--- config.mk ---
export PLATFORM = sky130hd
export DESIGN_NAME = branch_predictor_2lvl
export DESIGN_NICKNAME = d
export VERILOG_FILES = /design/src/rtl/branch_predictor_2lvl.sv
export SDC_FILE = /design/constraint.sdc
export NUM_CORES = 1
export LEC_CHECK = 0
export CAP_MARGIN = 10
export CELL_PAD_IN_SITES_DETAIL_PLACEMENT = 1
export CELL_PAD_IN_SITES_GLOBAL_PLACEMENT = 1
export CORE_MARGIN = 4
export CORE_UTILIZATION = 42
export DETAILED_ROUTE_END_ITERATION = 6
export PLACE_DENSITY_LB_ADDON = 0.3
export REMOVE_ABC_BUFFERS = 1
export SLEW_MARGIN = 20
export SYNTH_ARGS = -nofsm -noshare
export SYNTH_HDL_FRONTEND = slang
export SYNTH_SLANG_ARGS = --single-unit
--- constraint.sdc ---
create_clock -name clk -period 13.1 [get_ports clk]
set_clock_uncertainty 0.05 [all_clocks]
set_input_delay 1.965 -clock clk [delete_from_list [all_inputs] [get_ports clk]]
set_output_delay 1.965 -clock clk [all_outputs]
set_load 0.005 [all_outputs]
--- src/rtl/branch_predictor_2lvl.sv ---
// Two-level local branch predictor: per-branch history table indexing saturating counters; init walker clears tables after reset.
// Latency: 1 cycle from accepted request to registered response; optional same-cycle update forwarding under BP_BYPASS_EN.
// Backpressure: req_ready low while initialising; responses and updates are never stalled.
module branch_predictor_2lvl #(
    parameter int BHT_ENTRIES = 16,
    parameter int HIST_BITS   = 4,
    parameter int PC_PHT_BITS = 3,
    parameter int CTR_BITS    = 2,
    localparam int BHT_IDX    = $clog2(BHT_ENTRIES),
    localparam int PHT_IDX    = PC_PHT_BITS + HIST_BITS
) (
    input  logic               clk,
    input  logic               reset,
    input  logic               req_valid,
    output logic               req_ready,
    input  logic [31:0]        req_pc,
    output logic               resp_valid,
    output logic               resp_taken,
    output logic [BHT_IDX-1:0] resp_bht_index,
    output logic [PHT_IDX-1:0] resp_pht_index,
    input  logic               upd_en,
    input  logic [BHT_IDX-1:0] upd_bht_index,
    input  logic [PHT_IDX-1:0] upd_pht_index,
    input  logic               upd_taken
);

    localparam int PHT_ENTRIES = 1 << PHT_IDX;
    localparam int INIT_N      = (PHT_ENTRIES > BHT_ENTRIES) ? PHT_ENTRIES : BHT_ENTRIES;
    localparam int INIT_W      = (PHT_IDX > BHT_IDX) ? PHT_IDX : BHT_IDX;
    localparam int NCHUNK      = (30 + BHT_IDX - 1) / BHT_IDX;
    localparam logic [CTR_BITS-1:0] CTR_WEAK = CTR_BITS'(1) << (CTR_BITS - 1);
    localparam logic [CTR_BITS-1:0] CTR_MAX  = '1;

    typedef enum logic {S_INIT, S_RUN} state_t;

    state_t                    r_state;
    state_t                    w_state_nxt;
    logic [INIT_W-1:0]         r_init_ptr;
    logic                      w_init_last;

    logic [HIST_BITS-1:0]      r_bht [BHT_ENTRIES];
    logic [CTR_BITS-1:0]       r_pht [PHT_ENTRIES];

    logic                      r_resp_valid;
    logic                      r_resp_taken;
    logic [BHT_IDX-1:0]        r_resp_bht_index;
    logic [PHT_IDX-1:0]        r_resp_pht_index;

    logic [NCHUNK*BHT_IDX-1:0] w_pc_ext;
    logic [BHT_IDX-1:0]        w_lk_bht_idx;
    logic [HIST_BITS-1:0]      w_lk_hist;
    logic [PHT_IDX-1:0]        w_lk_pht_idx;
    logic [CTR_BITS-1:0]       w_lk_ctr;
    logic                      w_acc;
    logic                      w_upd_act;
    logic [HIST_BITS-1:0]      w_upd_hist_nxt;
    logic [CTR_BITS-1:0]       w_upd_ctr_old;
    logic [CTR_BITS-1:0]       w_upd_ctr_nxt;
    logic                      w_unused_pc_lsb;

    assign w_unused_pc_lsb = &{1'b0, req_pc[1:0]};

    always_ff @(posedge clk) begin
        if (reset) begin
            r_state    <= S_INIT;
            r_init_ptr <= '0;
        end else begin
            r_state <= w_state_nxt;
            if (r_state == S_INIT) begin
                r_init_ptr <= r_init_ptr + 1'b1;
            end
        end
    end

    always_comb begin
        w_state_nxt = r_state;
        w_init_last = 1'b0;
        req_ready   = 1'b0;
        case (r_state)
            S_INIT: begin
                w_init_last = (r_init_ptr == INIT_W'(INIT_N - 1));
                if (w_init_last) begin
                    w_state_nxt = S_RUN;
                end
            end
            S_RUN: begin
                req_ready = 1'b1;
            end
            default: w_state_nxt = S_INIT;
        endcase
    end

    assign w_acc     = req_valid && req_ready;
    assign w_upd_act = upd_en && (r_state == S_RUN);

    // BHT index: XOR-fold of word-aligned PC in BHT_IDX-bit chunks, top chunk zero-padded.
    assign w_pc_ext = (NCHUNK*BHT_IDX)'(req_pc[31:2]);
    always_comb begin
        w_lk_bht_idx = '0;
        for (int c = 0; c < NCHUNK; c++) begin
            w_lk_bht_idx = w_lk_bht_idx ^ w_pc_ext[c*BHT_IDX +: BHT_IDX];
        end
    end

    generate
        if (HIST_BITS == 1) begin : g_hist1
            assign w_upd_hist_nxt = upd_taken;
        end else begin : g_histn
            assign w_upd_hist_nxt = {r_bht[upd_bht_index][HIST_BITS-2:0], upd_taken};
        end
    endgenerate

    assign w_upd_ctr_old = r_pht[upd_pht_index];
    always_comb begin
        w_upd_ctr_nxt = w_upd_ctr_old;
        if (upd_taken) begin
            if (w_upd_ctr_old != CTR_MAX) w_upd_ctr_nxt = w_upd_ctr_old + CTR_BITS'(1);
        end else begin
            if (w_upd_ctr_old != '0) w_upd_ctr_nxt = w_upd_ctr_old - CTR_BITS'(1);
        end
    end

`ifdef BP_BYPASS_EN
    // Forward this cycle's update so the lookup sees post-update history and counter.
    assign w_lk_hist = (w_upd_act && (upd_bht_index == w_lk_bht_idx)) ? w_upd_hist_nxt
                                                                      : r_bht[w_lk_bht_idx];
`else
    assign w_lk_hist = r_bht[w_lk_bht_idx];
`endif

    generate
        if (PC_PHT_BITS > 0) begin : g_pcbits
            assign w_lk_pht_idx = {req_pc[PC_PHT_BITS+1:2], w_lk_hist};
        end else begin : g_nopcbits
            assign w_lk_pht_idx = w_lk_hist;
        end
    endgenerate

`ifdef BP_BYPASS_EN
    assign w_lk_ctr = (w_upd_act && (upd_pht_index == w_lk_pht_idx)) ? w_upd_ctr_nxt
                                                                     : r_pht[w_lk_pht_idx];
`else
    assign w_lk_ctr = r_pht[w_lk_pht_idx];
`endif

    // Tables carry no reset; the walker rewrites every entry while in INIT.
    always_ff @(posedge clk) begin
        if (!reset) begin
            if (r_state == S_INIT) begin
                r_bht[r_init_ptr[BHT_IDX-1:0]] <= '0;
                r_pht[r_init_ptr[PHT_IDX-1:0]] <= CTR_WEAK;
            end else if (w_upd_act) begin
                r_bht[upd_bht_index] <= w_upd_hist_nxt;
                r_pht[upd_pht_index] <= w_upd_ctr_nxt;
            end
        end
    end

    always_ff @(posedge clk) begin
        if (reset) begin
            r_resp_valid     <= 1'b0;
            r_resp_taken     <= 1'b0;
            r_resp_bht_index <= '0;
            r_resp_pht_index <= '0;
        end else begin
            r_resp_valid <= w_acc;
            if (w_acc) begin
                r_resp_taken     <= w_lk_ctr[CTR_BITS-1];
                r_resp_bht_index <= w_lk_bht_idx;
                r_resp_pht_index <= w_lk_pht_idx;
            end
        end
    end

    assign resp_valid     = r_resp_valid;
    assign resp_taken     = r_resp_taken;
    assign resp_bht_index = r_resp_bht_index;
    assign resp_pht_index = r_resp_pht_index;

endmodule

==> flow_metrics.env, run 1 <==
export IMPL_cts_setup_buffers=0
export IMPL_powerDensity_mw_per_mm2=153
export IMPL_gr_total_overflow=0
export IMPL_p_sw_share_pct=27.5
export IMPL_grt_pass1_vias=10200
export IMPL_synth_compound_area_share_pct=3.28
export IMPL_firstDrtPassIters=5
export IMPL_cts_made_buffers=39
export IMPL_via_per_inst=5.92
export IMPL_multiInputGateArea_mm2=0.00585
export IMPL_synthSimpleGateAreaFrac_pct=8.53
export IMPL_holdPathStages=2
export IMPL_core_area_mm2=0.0378
export IMPL_drt_initial_drc_count=863
export IMPL_path_cells="clkdlybuf4s50_1 > xnor2_1 > xnor2_1 > xnor2_1 > mux4_2 > a22oi_4 > nand3_4 > buf_4 > mux2i_1 > a221o_1 > a21oi_1 > or4b_1 > nand4b_1 > a41oi_1"
export IMPL_grt_max_degree=97
export IMPL_crit_top_cell="xnor2_1"
export IMPL_slew_headroom_pct=22.1
export IMPL_grt_usage_pct=20.4
export IMPL_synth_top_flop_cell="edfxtp_1"
export IMPL_cap_violations=0
export IMPL_endpoint_kind="flip-flop"
export IMPL_synth_fa_ha_area_share_pct=0.0772
export IMPL_root_buffer="clkbuf_16"
export IMPL_max_vdd_ir_drop_mv=0.0821
export IMPL_rsz0062_at_grt="false"
export IMPL_dp_final_hpwl_um=27000
export IMPL_antenna_left=0
export IMPL_crit_path_start_kind="input port"
export IMPL_tightest_slew_ns=1.17
export IMPL_dp_cells=1564
export IMPL_wire_per_inst_um=26.0
export IMPL_stdcell_count=1634
export IMPL_place_congestion=0.834
export IMPL_p_total_mw=2.83
export IMPL_reg2reg_slack_ns=9.22
export IMPL_rr_endpoint="resp_taken"
export IMPL_cts_tree="done"
export IMPL_r2r_cells=10
export IMPL_initial_core_util_pct=42.8
export IMPL_cpPeakStageDelay_ns=0.69
export IMPL_fmax_ghz=0.149
export IMPL_yosys_cell_types_count=61
export IMPL_fillers=3671
export IMPL_period_needed_ns=6.70
export IMPL_die_x_um=204
export IMPL_comb_power_share_pct=20.5
export IMPL_status="complete, no violations"
export IMPL_p_seq_share_pct=41.7
export IMPL_clk_path_buf_depth=3
export IMPL_netlist_instances=1041
export IMPL_numClockSinks=341
export IMPL_crit_arrival_ns=7.03
export IMPL_antenna_found_initial=0
export IMPL_core_rowCount=71
export IMPL_yosysTopAreaCell="edfxtp_1"
export IMPL_nNetsFinal=1143
export IMPL_wl_um=42500
export IMPL_area_growth_pct=14.0
export IMPL_syn_area_mm2=0.0162
export IMPL_synth_warning_count=0
export IMPL_leakage_nw=6.47
export IMPL_synth_top_family_by_area="multiplexers"
export IMPL_die_y_um=204
export IMPL_fin_crit_sh_pct=51.2
export IMPL_die_area_mm2=0.0418
export IMPL_ys_async_sr_fraction_pct=0
export IMPL_holdBufCountCts=0
export IMPL_post_route_drc_count=0
export IMPL_min_from="resp_pht_index[4]"
export IMPL_cp_max_fo=37
export IMPL_synthXorXnorAreaFrac_pct=2.10
export IMPL_finalHoldViolations=0
export IMPL_numPortBuffers=59
export IMPL_crit_type="input port to flip-flop"
export IMPL_required_ns=13.43
export IMPL_synthMuxAreaShare_pct=22.0
export IMPL_antennaDiodeCount=0
export IMPL_finalMaxSlewViolations=0
export IMPL_cts_resized_gates=0
export IMPL_intPower_mw=2.05
export IMPL_setup_tns_final_ns=0
export IMPL_io_pins=62
export IMPL_reg2reg_from="r_bht[14][0]"
export IMPL_clock_latency_ns=0.53
export IMPL_synth_top_area_share_pct=59.3
export IMPL_num_vias=9670
export IMPL_synth_area_leaders="edfxtp_1 59%, mux4_2 15%, mux2i_1 5.7%, nor2_1 3.9%, dfxtp_1 2.6%"
export IMPL_pwr_share_clk_pct=37.8
export IMPL_seq_area_mm2=0.0100
export IMPL_cp_slowest_cell="mux4_2"
export IMPL_setup_viol=0
export IMPL_cts_clk_slew_worst_paths_ns=0.06
export IMPL_synth_edf_count=320
export IMPL_avgSynthCellArea_um2=15.6
export IMPL_grt_pass1_wl_um=63900
export IMPL_ys_ff_latch=341
export IMPL_h_tree_depth=2
export IMPL_ys_seq_area_share_pct=61.9
export IMPL_power_switching_uw=779
export IMPL_drive_above_1_share_pct=18.6
export IMPL_worstHoldPathType="flip-flop to flip-flop"
export IMPL_hold_end="resp_pht_index[4]"
==> layout make-up <==
cell class / instances / share of cell area [%]
Clock buffer: 55 / 5.99
Multi-Input combinational cell: 631 / 31.7
Tap cell: 511 / 3.46
Inverter: 6 / 0.122
Timing Repair Buffer: 75 / 3.75
Sequential cell: 341 / 54.2
Clock inverter: 15 / 0.785
==> worst max-delay path by stage <==
stage,from,endpoint,slack (ns),cells past startpoint
3_5_place_dp,req_pc[3],resp_taken,6.00,14
5_1_grt,req_pc[3],resp_taken,6.21,14
4_1_cts,req_pc[3],resp_taken,6.52,14
6_report,req_pc[3],resp_taken,6.40,14
3_3_place_gp,req_pc[3],resp_taken,6.04,14
2_1_floorplan,upd_pht_index[0],r_pht[0][1],3.93,6
==> per-stage QoR <==
| stage | hold slack, ns | utilization, % | setup WS (ns) | cell area, um2 |
|---|---|---|---|---|
| after floorplan | 0.397 | - | 3.93 | 15900 |
| after global routing | 0.437 | 48.9 | 6.21 | 18500 |
| after CTS | 0.407 | 48.9 | 6.52 | 18500 |
| after global placement | 0.394 | 45.6 | 6.04 | 17200 |
| final | 0.405 | 48.9 | 6.40 | 18500 |
| after detailed placement | 0.399 | 45.6 | 6.00 | 17200 |
==> cells in the mapped netlist (7+ instances only) <==
library cell / number
mux2i_1: 93
clkbuf_1: 42
mux4_2: 109
and2_1: 10
nand3_1: 20
nand4_1: 10
buf_2: 8
xnor2_1: 13
o21ai_0: 7
mux2_2: 10
nor2_1: 168
nand2_1: 68
o31ai_1: 10
a21oi_1: 16
a31oi_1: 7
edfxtp_1: 320
dfxtp_1: 21
==> cell usage in the layout (no fill, tap or decap), types with 7 or more instances in the layout <==
cell type,count
nand3_1,20
dfxtp_1,21
clkbuf_16,41
xnor2_1,13
clkdlybuf4s50_1,55
nor2_1,168
a21oi_1,15
nand4_1,10
buf_4,17
a31oi_1,7
clkbuf_1,11
mux2_2,10
edfxtp_1,320
nand2_1,68
mux2i_1,93
and2_1,10
o31ai_1,10
mux4_2,109
==> cell families after synthesis <==
logic type | after synthesis
XOR/XNOR | 27
AND/OR/NAND/NOR | 313
flip-flops | 341
AO/OA/AOI/OAI | 73
multiplexers | 217
adder cells (fa/ha/maj) | 1
buffers and inverters | 69
==> worst max-delay path: cells and delay by family <==
family	cells	cell delay [ns]
AO/OA/AOI/OAI	4	0.72
XOR/XNOR	3	1.09
buffers and inverters	2	1.08
multiplexers	2	0.96
AND/OR/NAND/NOR	3	1.15
==> sequential cells by signal, summed over array words and instances, names as in the netlist <==
signal          flops
r_pht             256
r_bht              64
r_init_ptr          7
resp_pht_index      7
resp_bht_index      4
r_state             1
resp_taken          1
resp_valid          1
==> layer usage <==
layer / up-vias / global-route usage [%] / routed length, um
met5: - / 0 / 0
met4: 0 / 5.98 / 1100
met3: 67 / 3.50 / 2350
met2: 299 / 33.9 / 21100
met1: 5101 / 27.9 / 18000
li1: 4203 / - / -
==> power groups by stage <==
stage | Sequential, mW | Clock [mW] | Combinational (mW)
final | 1.18 | 1.07 | 0.581
after detailed placement | 1.20 | 0 | 0.580
after CTS | 1.18 | 1.09 | 0.583
after global placement | 1.20 | 0 | 0.575
after floorplan | 1.20 | 0 | 0.377
after global routing | 1.18 | 1.14 | 0.610
No activity file was read; power rests on OpenSTA's default activity.
==> run 2: changes to the inputs <==
clock period = 7 ns   (was 13.1 ns; I/O delays follow)
==> run 2 against run 1 <==
  * Global-route usage is 0.67 points higher
  * Via count grew 0.63%
  * First-iteration DRC count is 3.7% lower
  * Clock power grew 83%
  * Non-clock buffer count is 11 higher
  * Sequential power up 87%
  * Die area did not move
  * Worst hold slack got worse by 0.0013 ns
  * Sequential share of layout area is 0.24 points lower
  * Routed wire length grew 2.5%
  * Clock-buffer cell count down 3
  * Critical endpoint unchanged
  * Largest power group unchanged
==> flow_metrics.env, run 2 (synthesis gave the netlist of run 1 again) <==
export IMPL_via_per_inst=5.92
export IMPL_fillers=3703
export IMPL_setup_tns_final_ns=0
export IMPL_endpoint_kind="flip-flop"
export IMPL_cts_made_buffers=39
export IMPL_die_y_um=204
export IMPL_reg_top3="r_pht: 256 flops, r_bht: 64 flops"
export IMPL_p_total_mw=5.28
export IMPL_tightest_slew_ns=1.21
export IMPL_h_tree_depth=2
export IMPL_top_register="r_pht"
export IMPL_max_vdd_ir_drop_mv=0.152
export IMPL_fin_crit_sh_pct=72.9
export IMPL_num_vias=9731
export IMPL_initial_core_util_pct=42.8
export IMPL_status="complete, no violations"
export IMPL_leakage_nw=6.50
export IMPL_layout_cells_most_common="edfxtp_1"
export IMPL_required_ns=7.36
export IMPL_post_route_drc_count=0
export IMPL_powerDensity_mw_per_mm2=285
export IMPL_fmax_ghz=0.196
export IMPL_holdBufCountCts=0
export IMPL_wl_um=43600
export IMPL_nNetsFinal=1154
export IMPL_die_x_um=204
export IMPL_grt_usage_pct=21.1
export IMPL_firstDrtPassIters=5
export IMPL_antennaDiodeCount=0
export IMPL_finalHoldViolations=0
export IMPL_numClockSinks=341
export IMPL_crit_arrival_ns=5.46
export IMPL_crit_path_start_kind="input port"
export IMPL_period_needed_ns=5.10
export IMPL_clock_latency_ns=0.54
export IMPL_worstHoldPathType="flip-flop to flip-flop"
export IMPL_antenna_found_initial=0
export IMPL_antenna_left=0
export IMPL_holdPathStages=2
export IMPL_numPortBuffers=59
export IMPL_grt_max_degree=89
export IMPL_largest_reg_flops=256
export IMPL_drt_initial_drc_count=831
export IMPL_grt_pass1_vias=10200
export IMPL_layout_common_cells="320 x edfxtp_1, 168 x nor2_1, 109 x mux4_2"
export IMPL_holdWs_ns=0.403
export IMPL_setup_viol=0
export IMPL_cp_max_fo=25
export IMPL_crit_type="input port to flip-flop"
export IMPL_place_congestion=0.820
export IMPL_gr_total_overflow=0
export IMPL_drive_above_1_share_pct=19.4
export IMPL_grt_pass1_wl_um=65800
export IMPL_dp_final_hpwl_um=28000
export IMPL_cts_tree="done"
export IMPL_area_growth_pct=14.5
export IMPL_wire_per_inst_um=26.5
export IMPL_io_pins=62
export IMPL_die_area_mm2=0.0418
export IMPL_cap_violations=0
export IMPL_r2r_cells=7
export IMPL_cts_setup_buffers=0
export IMPL_cts_clk_slew_worst_paths_ns=0.06
export IMPL_slew_headroom_pct=18.7
export IMPL_cts_resized_gates=0
export IMPL_core_area_mm2=0.0378
export IMPL_root_buffer="clkbuf_16"
export IMPL_clk_path_buf_depth=3
export IMPL_finalMaxSlewViolations=0
export IMPL_core_rowCount=71
export IMPL_rsz0062_at_grt="false"
[run 2: final timing paths]
check,slack [ns],startpoint,to
min,0.40,resp_pht_index[1],resp_pht_index[1]
max,1.90,req_pc[4],resp_taken
min reg2reg,0.40,resp_pht_index[1],resp_pht_index[1]
max reg2reg,3.21,r_pht[59][1],r_pht[114][1]
[run 2: power by group]
| part | internal [mW] | switching (mW) |
|---|---|---|
| combinational | 0.442 | 0.675 |
| clock | 1.15 | 0.805 |
| sequential | 2.20 | 0.00488 |
| total | 3.80 | 1.49 |
[run 2: per-stage QoR]
stage / cell area, um2 / worst slack, ns / utilization, % / std cells
2_1_floorplan: 15900 / -1.26 / - / 978
3_3_place_gp: 17400 / 1.43 / 45.9 / 1575
3_5_place_dp: 17400 / 1.42 / 45.9 / 1575
4_1_cts: 18600 / 1.93 / 49.1 / 1644
5_1_grt: 18600 / 1.60 / 49.1 / 1644
6_report: 18600 / 1.90 / 49.1 / 1644
[run 2: area by class of cell]
cell class / instances / area [um2] / area share (%)
clock buffer: 52 / 1080 / 5.80
multi-input combinational: 631 / 5850 / 31.5
timing repair buffer: 86 / 813 / 4.38
inverter: 6 / 22.5 / 0.121
tap: 511 / 639 / 3.44
sequential: 341 / 10000 / 54.0
clock inverter: 17 / 138 / 0.741
[run 2: critical path, stage by stage]
cell and delay, ns:
clkdlybuf4s50_1 0.46, buf_4 0.22, xnor3_1 0.43, xnor3_1 0.59
nor2b_1 0.12, and2_1 0.20, a22oi_2 0.37, nand3_4 0.26
buf_4 0.37, mux2i_1 0.21, nand2_1 0.08, a32o_1 0.28
o41ai_1 0.50, nand4b_1 0.19, a41oi_1 0.12
[run 2: per-layer routing]
layer,GRT usage (%),vias to the layer above,wire [um]
met5,0,-,0
met4,5.58,0,1070
met3,3.75,69,2910
li1,-,4217,-
met2,34.5,325,21100
met1,29.5,5120,18400
==> run 3: changes to the inputs <==
clock period = 5.1 ns   (was 7 ns; I/O delays follow)
==> run 3 against run 2 <==
  * Power increased by 39%
  * Critical path depth is the same
  * Worst hold slack better by 0.0015 ns
  * Register-to-register slack got worse by 1.7 ns
  * Utilization rose by 0.57 points
  * Clock power grew 38%
  * Critical path type unchanged
  * Critical endpoint unchanged
  * Largest cell class unchanged
  * Highest routed layer unchanged
==> flow_metrics.env, run 3 (synthesis gave the netlist of run 1 again) <==
export IMPL_antennaDiodeCount=0
export IMPL_tightest_slew_ns=1.15
export IMPL_layout_cells_most_common="edfxtp_1"
export IMPL_holdBufCountCts=0
export IMPL_io_pins=62
export IMPL_layout_common_cells="320 x edfxtp_1, 168 x nor2_1, 109 x mux4_2"
export IMPL_powerDensity_mw_per_mm2=392
export IMPL_clock_latency_ns=0.53
export IMPL_top_register="r_pht"
export IMPL_antenna_found_initial=0
export IMPL_die_x_um=204
export IMPL_numClockSinks=341
export IMPL_wire_per_inst_um=26.4
export IMPL_fmax_ghz=0.219
export IMPL_crit_arrival_ns=4.92
export IMPL_initial_core_util_pct=42.8
export IMPL_core_rowCount=71
export IMPL_root_buffer="clkbuf_16"
export IMPL_required_ns=5.45
export IMPL_drt_initial_drc_count=930
export IMPL_post_route_drc_count=0
export IMPL_finalHoldViolations=0
export IMPL_fin_crit_sh_pct=89.6
export IMPL_endpoint_kind="flip-flop"
export IMPL_period_needed_ns=4.57
export IMPL_crit_type="input port to flip-flop"
export IMPL_cts_setup_buffers=0
export IMPL_dp_slack_ns=0.00588
export IMPL_cap_violations=0
export IMPL_grt_pass1_vias=10400
export IMPL_cts_resized_gates=0
export IMPL_dp_final_hpwl_um=29200
export IMPL_die_y_um=204
export IMPL_multiInputGateArea_mm2=0.00586
export IMPL_grt_max_degree=93
export IMPL_p_total_mw=7.37
export IMPL_firstDrtPassIters=5
export IMPL_seq_area_mm2=0.0100
export IMPL_worst_slack_ns=0.530
export IMPL_reg_top3="r_pht: 256 flops, r_bht: 64 flops"
export IMPL_die_area_mm2=0.0418
export IMPL_h_tree_depth=2
export IMPL_place_congestion=0.815
export IMPL_max_vdd_ir_drop_mv=0.253
export IMPL_dp_cells=1592
export IMPL_core_area_mm2=0.0378
export IMPL_setup_viol=0
export IMPL_grt_pass1_wl_um=66000
export IMPL_drive_above_1_share_pct=20.5
export IMPL_fillers=3668
export IMPL_leakage_nw=6.63
export IMPL_grt_usage_pct=21.1
export IMPL_stdcell_count=1661
export IMPL_numPortBuffers=59
export IMPL_rsz0062_at_grt="false"
export IMPL_cp_max_fo=26
export IMPL_clk_path_buf_depth=3
export IMPL_slew_headroom_pct=23.2
export IMPL_gr_total_overflow=0
export IMPL_cts_clk_slew_worst_paths_ns=0.06
export IMPL_wl_um=43800
export IMPL_finalMaxSlewViolations=0
export IMPL_largest_reg_flops=256
export IMPL_reg2reg_slack_ns=1.48
export IMPL_crit_path_start_kind="input port"
export IMPL_antenna_left=0
export IMPL_area_growth_pct=15.9
export IMPL_via_per_inst=5.86
export IMPL_nNetsFinal=1170
export IMPL_num_vias=9729
export IMPL_worstHoldPathType="flip-flop to flip-flop"
export IMPL_status="complete, no violations"
export IMPL_cts_made_buffers=38
export IMPL_cts_tree="done"
==> run 3: changes by cell type in the layout (fill, tap and decap cells not counted), sizes merged <==
| cell | previous run | this run |
|---|---|---|
| bufinv | 2 | 4 |
| clkbuf | 52 | 46 |
| clkinv | 11 | 18 |
| buf | 31 | 48 |
| inv | 6 | 7 |
| clkinvlp | 4 | 0 |
==> run 3: power by group <==
part / leakage (nW) / internal, mW / switching, mW / total (mW)
Clock: 0.599 / 1.61 / 1.09 / 2.70
Sequential: 3.65 / 3.03 / 0.00654 / 3.03
Combinational: 2.38 / 0.689 / 0.945 / 1.63
==> run 3: cell type report <==
class / count / share of cell area [%]
Sequential cell: 341 / 53.4
Multi-Input combinational cell: 631 / 31.2
Timing Repair Buffer: 103 / 5.41
Clock buffer: 46 / 5.39
Tap cell: 511 / 3.40
Clock inverter: 23 / 1.13
Inverter: 6 / 0.120
==> run 3: per-layer routing <==
metal | GRT usage (%) | wire, um | vias to the layer above
li1 | - | - | 4241
met3 | 3.53 | 2720 | 61
met1 | 29.1 | 18400 | 5137
met4 | 4.50 | 842 | 0
met5 | 0 | 0 | -
met2 | 35.9 | 21900 | 290
==> run 3: per-stage QoR <==
step	hold slack [ns]	TNS, ns	area [um2]	util (%)
floorplan	0.397	-588.42	15900	-
global placement	0.396	0	17600	46.4
detailed placement	0.401	0	17600	46.4
CTS	0.408	0	18800	49.7
global route	0.428	0	18800	49.6
finish	0.405	0	18800	49.6
==> run 3: final timing paths <==
path	startpoint	cells after the start	to
worst max-delay path	req_pc[2]	15	resp_taken
worst min-delay path	resp_pht_index[5]	2	resp_pht_index[5]
worst max register to register	r_pht[63][0]	7	r_pht[25][0]
worst min register to register	resp_pht_index[5]	2	resp_pht_index[5]
==> run 3: worst max-delay path, stage by stage <==
cell             delay (ns)
clkdlybuf4s50_1        0.53
xnor2_2                0.21
xnor2_2                0.18
xnor2_4                0.51
mux4_2                 0.48
a22oi_4                0.33
nand3_4                0.31
buf_12                 0.30
buf_4                  0.20
mux2i_1                0.17
nand2_1                0.07
a32oi_1                0.34
a311oi_1               0.14
o21ai_1                0.19
a41oi_1                0.15
